## config.mk

```make
export PLATFORM = sky130hd
export DESIGN_NAME = affine_sched_ctrl
export DESIGN_NICKNAME = d
export VERILOG_FILES = /design/src/rtl/affine_sched_ctrl.sv
export SDC_FILE = /design/constraint.sdc
export NUM_CORES = 1
export LEC_CHECK = 0
export ABC_AREA = 1
export CAP_MARGIN = 5
export CORE_AREA = 4 4 321 228
export CTS_BUF_LIST = sky130_fd_sc_hd__clkbuf_8
export CTS_CLUSTER_DIAMETER = 30
export DETAILED_ROUTE_END_ITERATION = 16
export DIE_AREA = 0 0 325 232
export SLEW_MARGIN = 20
export SYNTH_ARGS = -nofsm -noshare
export SYNTH_HDL_FRONTEND = slang
export SYNTH_SLANG_ARGS = --single-unit
```

## constraint.sdc

```tcl
create_clock -name clk -period 13.75 [get_ports clk]
set_input_delay 1.375 -clock clk [delete_from_list [all_inputs] [get_ports clk]]
set_output_delay 1.375 -clock clk [all_outputs]
set_load 0.005 [all_outputs]
```

## src/rtl/affine_sched_ctrl.sv

```systemverilog
// Affine schedule controller: asserts valid on cycles whose count matches
// start + sum(idx_i*stride_i) for a runtime-configured loop nest.
module affine_sched_ctrl #(
    parameter int NUM_DIMS = 6,
    parameter int WIDTH    = 16
) (
    input  logic             clk,
    input  logic             rst_n,
    input  logic             clk_en,
    input  logic             flush,
    input  logic             cfg_we,
    input  logic [3:0]       cfg_addr,
    input  logic [WIDTH-1:0] cfg_wdata,
    input  logic             start,
    output logic             valid,
    output logic [WIDTH-1:0] sched_time,
    output logic             busy,
    output logic             done,
    output logic             sched_err
);
    typedef enum logic [1:0] {IDLE, RUN, DONE} state_t;

    localparam logic [WIDTH-1:0] ONE = WIDTH'(1);

    state_t state, state_nx;

    logic [WIDTH-1:0] dims_cfg;
    logic [WIDTH-1:0] start_cfg;
    logic [WIDTH-1:0] range_cfg  [NUM_DIMS];
    logic [WIDTH-1:0] stride_cfg [NUM_DIMS];

    logic [WIDTH-1:0] cycle_time;
    logic [WIDTH-1:0] idx    [NUM_DIMS];
    logic [WIDTH-1:0] idx_nx [NUM_DIMS];
    logic [WIDTH-1:0] off    [NUM_DIMS];
    logic [WIDTH-1:0] off_nx [NUM_DIMS];
    logic [WIDTH-1:0] sched_nx;
    logic [NUM_DIMS-1:0] active;
    logic last_iter;
    logic late;
    logic accept;

    always_ff @(posedge clk or negedge rst_n) begin
        if (!rst_n) begin
            dims_cfg  <= '0;
            start_cfg <= '0;
            for (int i = 0; i < NUM_DIMS; i++) begin
                range_cfg[i]  <= '0;
                stride_cfg[i] <= '0;
            end
        end else if (cfg_we && state != RUN) begin
            if (cfg_addr == 4'd0) dims_cfg <= cfg_wdata;
            if (cfg_addr == 4'd1) start_cfg <= cfg_wdata;
            for (int i = 0; i < NUM_DIMS; i++) begin
                if (cfg_addr == 4'(i + 2)) range_cfg[i] <= cfg_wdata;
                if (cfg_addr == 4'(i + 8)) stride_cfg[i] <= cfg_wdata;
            end
        end
    end

    // off_i tracks idx_i*stride_i so the schedule time needs only adders
    always_comb begin
        logic             c;
        logic [WIDTH-1:0] rng_m1;
        logic [WIDTH-1:0] sum;
        c   = 1'b1;
        sum = start_cfg;
        for (int i = 0; i < NUM_DIMS; i++) begin
            active[i] = dims_cfg > WIDTH'(i);
            rng_m1    = (range_cfg[i] == '0) ? '0 : range_cfg[i] - ONE;
            idx_nx[i] = idx[i];
            off_nx[i] = off[i];
            if (active[i] && c) begin
                if (idx[i] == rng_m1) begin
                    idx_nx[i] = '0;
                    off_nx[i] = '0;
                end else begin
                    idx_nx[i] = idx[i] + ONE;
                    off_nx[i] = off[i] + stride_cfg[i];
                    c         = 1'b0;
                end
            end
            sum = sum + off_nx[i];
        end
        last_iter = c;
        sched_nx  = sum;
    end

    assign valid  = (state == RUN) && clk_en && (cycle_time == sched_time);
    assign late   = (state == RUN) && clk_en && (sched_time < cycle_time);
    assign accept = (state == IDLE) && start && clk_en && !flush;
    assign busy   = (state == RUN);
    assign done   = (state == DONE) && clk_en;

    always_comb begin
        state_nx = state;
        unique case (state)
            IDLE: begin
                if (accept) state_nx = active[0] ? RUN : DONE;
            end
            RUN: begin
                if (late || (valid && last_iter)) state_nx = DONE;
            end
            DONE: begin
                if (clk_en) state_nx = IDLE;
            end
            default: state_nx = IDLE;
        endcase
        if (flush) state_nx = IDLE;
    end

    always_ff @(posedge clk or negedge rst_n) begin
        if (!rst_n) begin
            state      <= IDLE;
            cycle_time <= '0;
            sched_time <= '0;
            sched_err  <= 1'b0;
            for (int i = 0; i < NUM_DIMS; i++) begin
                idx[i] <= '0;
                off[i] <= '0;
            end
        end else begin
            state <= state_nx;
            if (flush) begin
                cycle_time <= '0;
                sched_time <= '0;
                for (int i = 0; i < NUM_DIMS; i++) begin
                    idx[i] <= '0;
                    off[i] <= '0;
                end
            end else if (accept) begin
                cycle_time <= '0;
                sched_time <= start_cfg;
                sched_err  <= 1'b0;
                for (int i = 0; i < NUM_DIMS; i++) begin
                    idx[i] <= '0;
                    off[i] <= '0;
                end
            end else if (state == RUN && clk_en) begin
                if (cycle_time != '1) cycle_time <= cycle_time + ONE;
                if (late) begin
                    sched_err <= 1'b1;
                end else if (valid) begin
                    sched_time <= sched_nx;
                    for (int i = 0; i < NUM_DIMS; i++) begin
                        idx[i] <= idx_nx[i];
                        off[i] <= off_nx[i];
                    end
                end
            end
        end
    end
endmodule

```

==> metrics, run 1 <==
sequential-to-total area share from yosys stat=0.360; Worst-Margin Slew=1220 ps; CTS Hold Buffers Added=0; TritonCTS clock tree=done; synth top area cells=dfrtp_1 (36%), nand2_1 (11%), inv_1 (7.9%), o21ai_0 (6.4%), ha_1 (5.5%); Avg Inst Size Synth=7.56 sq um; first-pass GRT wire length=152000 um; CP startpoint kind=register; synthesis-stage register bit count=451; top_reg_cell synth=dfrtp_1; Pwr Density=174 nW/um^2; die height=232 um; wire per inst=18.9 um; synth unique cells=73; total power=6.11 mW; RSZ-0062 raised after global routing=false; Max Freq=109 MHz; final non-filler cell area=35100 sq um; area grow syn2layout=11.8%; Mapped Cells=4152; Final ANT Viol Nets=0; Syn. warnings=0; Reg area=11300 sq um; Nets=4444; io pins=46; clock root cell=clkbuf_8; DRC violations left=0; die area=75400 sq um; crit path max fanout=29; Clk Latency, worst-skew pair=750 ps; hpwl dp=70800 um; Post-Route WL=98500 um; critical path endpoint category=register; PortBufs=45; Iter 0 DRT Violations=2529; Lkg Pwr=17.2 nW; H-tree depth=3; VDD IR max=0.106 mV; number of global-route vias before repair=25544; critical path class=register to register; Worst path slowest cell=nand2_1; GPL Wtd Cong=0.966; fin crit period=9190 ps; Final WS setup=4560 ps; synthesized net count=4393; dominant cell by count in the synthesized netlist=nand2_1; async set-reset flop share out of synthesis=1.00; Cell Rows=81; CORE AREA=69700 sq um; via/cell ratio=5.36; share of the synthesized area in the top cell type=0.360; CP peak stage delay=640 ps; Overall Global Routing Usage=0.260; initial core utilization=0.450; die width=325 um; Mapped Area=31400 sq um; worst clock skew=49.1 ps; WP data arrival=9830 ps; postcts setup bufs=0; Top cell by count, worst path=nand2_1; clock transition at the registers of the reported paths=60 ps; Tcrit/Tclk final=0.668; largest area contributor in the netlist=dfrtp_1; Hold Fails Final Rpt=0; layout cells sized above 1=0.0729; Hold Crit Depth=1; Clock Path Buffers=3; top cells by count, synth=nand2_1 (903), inv_1 (658), dfrtp_1 (451); Setup violations, final=0; outcome=complete, no violations; setup TNS=0 ps; first-pass detailed-route iteration total=6; Worst EP required=14390 ps; Area after DPL=32600 sq um; cts repair resizes=0; FILL cells=6822; initial antenna violation count=6; worst r2r path cells=50; area of the multi-input gates=17100 sq um; largest net degree at the start of global routing=93; Post-synth EDFFs=0; max-cap check violation count=0; pre-CTS setup slack=4720 ps; total CTS buffers=100; Hold Path Class=register to register; total grt overflow=0; Vias=27888; clk sink count=451; post-layout util=0.503; Slew HR=0.187; fin. max-slew vios=0
-- report_power, final --
group	leakage, nW	switching [mW]	internal (mW)	total, mW
sequential	6.01	0.308	1.61	1.92
combinational	9.96	1.53	0.835	2.37
clock	1.25	0.733	1.09	1.82
-- worst max-delay path: cells and delay by family (launching register included) --
family	cells	cell delay (ps)
xor gates and xnor gates	1	200
buffers and inverters	9	890
adders and majority gates	6	2750
AOI/OAI and AO/OA	9	1900
DFF	1	340
and+or+nand+nor	25	3020
-- layout by cell type, fill, tap and decap left out, types with 4 or more instances in the layout --
master	n
a21oi_1	148
clkbuf_8	114
a21o_1	6
clkinv_1	4
o21bai_1	32
a21oi_2	14
nor2_2	14
xor2_1	155
o211ai_1	14
nor4_1	18
clkinv_2	18
clkinvlp_4	16
a31oi_1	8
buf_4	22
nand2_1	901
o22ai_2	18
a22oi_1	22
inv_6	6
bufinv_16	16
nand3b_1	5
nand2_2	20
a211oi_1	6
o2111ai_1	9
nand3_1	230
xnor2_1	36
dfrtp_1	451
or2_2	12
nand4_1	93
fa_1	78
inv_2	4
nor3_1	57
clkdlybuf4s50_1	44
a22o_1	11
nor2_1	319
o21ai_0	399
clkinv_4	8
inv_1	664
o22ai_1	103
ha_1	137
nor2_4	6
-- worst paths after layout --
| check | start | to | slack (ps) |
|---|---|---|---|
| setup reg to reg | range_cfg[80] | sched_time[15] | 4560 |
| hold / removal | cycle_time[10] | cycle_time[10] | 480 |
| max in group asynchronous | rst_n | idx[9] | 10230 |
| min in group asynchronous | rst_n | idx[90] | 620 |
| setup / recovery | range_cfg[80] | sched_time[15] | 4560 |
| hold reg to reg | cycle_time[10] | cycle_time[10] | 480 |
-- stage by stage --
step / hold slack (ps) / cells
floorplan: 453 / 4152
global placement: 467 / 5014
detailed placement: 475 / 5014
CTS: 488 / 5204
global route: 507 / 5205
finish: 483 / 5206
-- layer usage --
| metal | routed length, um | part of all wire | global-route usage | vias up |
|---|---|---|---|---|
| li1 | - | - | - | 13716 |
| met1 | 48300 | 0.49 | 0.392 | 13102 |
| met2 | 37500 | 0.38 | 0.349 | 915 |
| met3 | 10100 | 0.10 | 0.0857 | 153 |
| met4 | 2660 | 0.027 | 0.0739 | 2 |
| met5 | 13 | 0.00013 | 0.00192 | - |
-- sequential cells by signal (all words and copies together), names as in the netlist --
signal,count
sched_time,16
start_cfg,16
idx,96
off,96
dims_cfg,16
sched_err,1
stride_cfg,96
state,2
range_cfg,96
cycle_time,16
-- cell families (layout without fill, tap and decap cells) --
logic type,Yosys count,after routing,share of synthesized area
fa+ha+maj,215,215,0.104
other cells,0,2,0
xor+xnor,192,192,0.0538
compound gates,820,820,0.155
buf+inv,782,921,0.0969
simple gates,1692,1692,0.230
flops,451,451,0.360
-- final cells by class --
class | count | share of cell area
clock inverters | 76 | 0.0252
flip-flops and latches | 451 | 0.322
repair buffers | 67 | 0.0177
clock buffers | 114 | 0.0447
multi-input cells | 2919 | 0.487
diodes | 2 | 0.000143
inverters | 664 | 0.0711
well taps | 913 | 0.0326
Note: power is estimated with default switching activity, not from simulation.
==> run 2, diff against run 1 <==
clock period = 7.4 ns   (was 13.75 ns; I/O delays follow)
==> metrics, run 2 (synthesis gave the netlist of run 1 again) <==
Clock Path Buffers=3 (unchanged); RSZ-0062 raised after global routing=true; Non-Filler Instances=5648 (+8.5%); number of global-route vias before repair=27972 (+9.5%); Worst-Margin Slew=1220 ps (+1.15 ps); Iter 0 DRT Violations=3008 (+19%); clk sink count=451 (unchanged); area grow syn2layout=25.5%; initial antenna violation count=3 (-3); failing checks=negative setup slack; total CTS buffers=96 (-4.0%); Worst EP required=8020 ps (-6370 ps); DRC violations left=0 (unchanged); total grt overflow=0 (unchanged); routed wl met2=40300 um (+7.7%); CP peak stage delay=570 ps (-70 ps); WL met3=10200 um (+1.8%); r2r setup slk=-90 ps (-4650 ps); GPL Wtd Cong=0.949 (-1.8%); initial core utilization=0.450 (unchanged); combinational share of power=0.483 (+0.095); critical path endpoint category=register; Max Freq=134 MHz (+23%); max-cap check violation count=0 (unchanged); TritonCTS clock tree=done; layout cells sized above 1=0.198 (+0.125); Post-Route WL=103000 um (+4.8%); Lkg Pwr=19.5 nW (+13%); Reg-to-Reg End=sched_time[15]; CP startpoint kind=register; placed cell count=5402 (+7.7%); Net Switching=5.20 mW (+100%); most common cell after layout, fill and taps aside=nand2_1; hpwl dp=73500 um (+3.8%); fin. max-slew vios=0 (unchanged); clock transition at the registers of the reported paths=70 ps (about the same); largest net degree at the start of global routing=141 (+52%); outcome=finished with violations; Area after DPL=35600 sq um (+9.2%); Clk Latency, worst-skew pair=730 ps (-20 ps); crit path max fanout=7 (-76%); H-tree depth=3 (unchanged); die height=232 um (unchanged); first-pass GRT wire length=162000 um (+6.7%); final non-filler cell area=39400 sq um (+12%); worst r2r path cells=53 (+6.0%); via/cell ratio=5.28 (-1.3%); Hold Path Class=input port to async pin; sw frac=0.404 (-0.0172); Worst path slowest cell=fa_1; internal power=7.67 mW (+120%); first-pass detailed-route iteration total=5 (-1); clock share of power=0.248 (-0.050); WP data arrival=8110 ps (-1720 ps); top sig layer=met4; Overall Global Routing Usage=0.273 (+0.0135); VDD IR max=0.162 mV (+52%); CORE AREA=69700 sq um (unchanged); most frequent cells in the layout=nand2_1 (866), inv_1 (621), buf_4 (450); Nets=4897 (+10%); Seq pwr share=0.269 (-0.046); Top cell by count, worst path=nand2_1; Slew HR=0.182 (-0.00490); ANT cells=0 (-2); setup TNS=-133 ps (-133 ps); Pwr Density=327 nW/um^2 (+88%); clock root cell=clkbuf_8; die width=325 um (unchanged); Critical R2R Launch=range_cfg[81]; wire per inst=18.3 um (-3.4%); fin crit period=7490 ps (-1700 ps); worst clock skew=35.5 ps (-13.6 ps); Cell Rows=81 (unchanged); die area=75400 sq um (unchanged); Setup violations, final=2 (+2); Hold WS=35.8 ps (-447 ps); WL met1=50400 um (+4.4%); Hold Fails Final Rpt=0 (unchanged); Final WS setup=-87.5 ps (-4650 ps); critical path class=register to register; PortBufs=45 (unchanged); post-layout util=0.565 (+0.0615); Vias=29849 (+7.0%); Tcrit/Tclk final=1.01 (+0.343); Final ANT Viol Nets=0 (unchanged); io pins=46 (unchanged)
## run 2: cell count changes in the layout (fill, tap and decap cells not counted), sizes merged, moves of 2 or more
cell / before / now
diode: 2 / 0
clkbuf: 114 / 110
inv: 677 / 675
buf: 23 / 476
clkinvlp: 16 / 12
## run 2: per-stage QoR
| stage | power [mW] | worst slack (ps) |
|---|---|---|
| 2_1_floorplan | 6.68 | 104 |
| 3_3_place_gp | 8.95 | -330 |
| 3_5_place_dp | 9.00 | -440 |
| 4_1_cts | 12.6 | -6.94 |
| 5_1_grt | 13.8 | -483 |
| 6_report | 12.9 | -87.5 |
## run 2: worst max-delay path by stage
stage,cells past startpoint,start,endpoint
final,53,range_cfg[81],sched_time[15]
after global routing,53,range_cfg[81],sched_time[15]
after CTS,54,range_cfg[49],sched_time[15]
after detailed placement,51,range_cfg[32],sched_time[15]
after global placement,53,range_cfg[33],sched_time[15]
after floorplan,51,range_cfg[32],sched_time[15]
## run 2: power groups by stage
stage	clock, mW	combinational, mW	sequential [mW]
floorplan	0	3.29	3.39
global placement	0	5.49	3.46
detailed placement	0	5.54	3.46
CTS	3.25	5.91	3.45
global route	3.37	6.94	3.53
finish	3.19	6.22	3.46
## run 2: timing repair
| action | 4_1_cts | 5_1_grt |
|---|---|---|
| setup buffers | 38 | 32 |
| endpoints found under the setup margin | 3 | 8 |
| hold buffers | 0 | 0 |
| cloned | 7 | 0 |
| pin swaps | 89 | 79 |
| resized for setup | 150 | 114 |
## run 2: layout make-up
| cell class | instances | area, sq um |
|---|---|---|
| repair inverters | 2 | 18.8 |
| well taps | 913 | 1140 |
| repair buffers | 521 | 4270 |
| clock buffers | 110 | 1510 |
| fillers | 6517 | 30400 |
| flip-flops and latches | 451 | 11300 |
| inverters | 664 | 2510 |
| multi-input cells | 2920 | 17900 |
| clock inverters | 67 | 764 |
## run 2: critical path, delay by kind of cell, from the launching register on
family / cells / cell delay, ps
AOI/OAI and AO/OA: 10 / 1240
adders and majority gates: 6 / 2480
buffers and inverters: 12 / 1000
DFF: 1 / 380
and+or+nand+nor: 25 / 2280
## run 2: per-layer routing
layer,global-route usage,vias to the layer above
met4,0.0644,0
met1,0.422,14062
met3,0.0728,144
met5,0,-
li1,-,14625
met2,0.376,1018
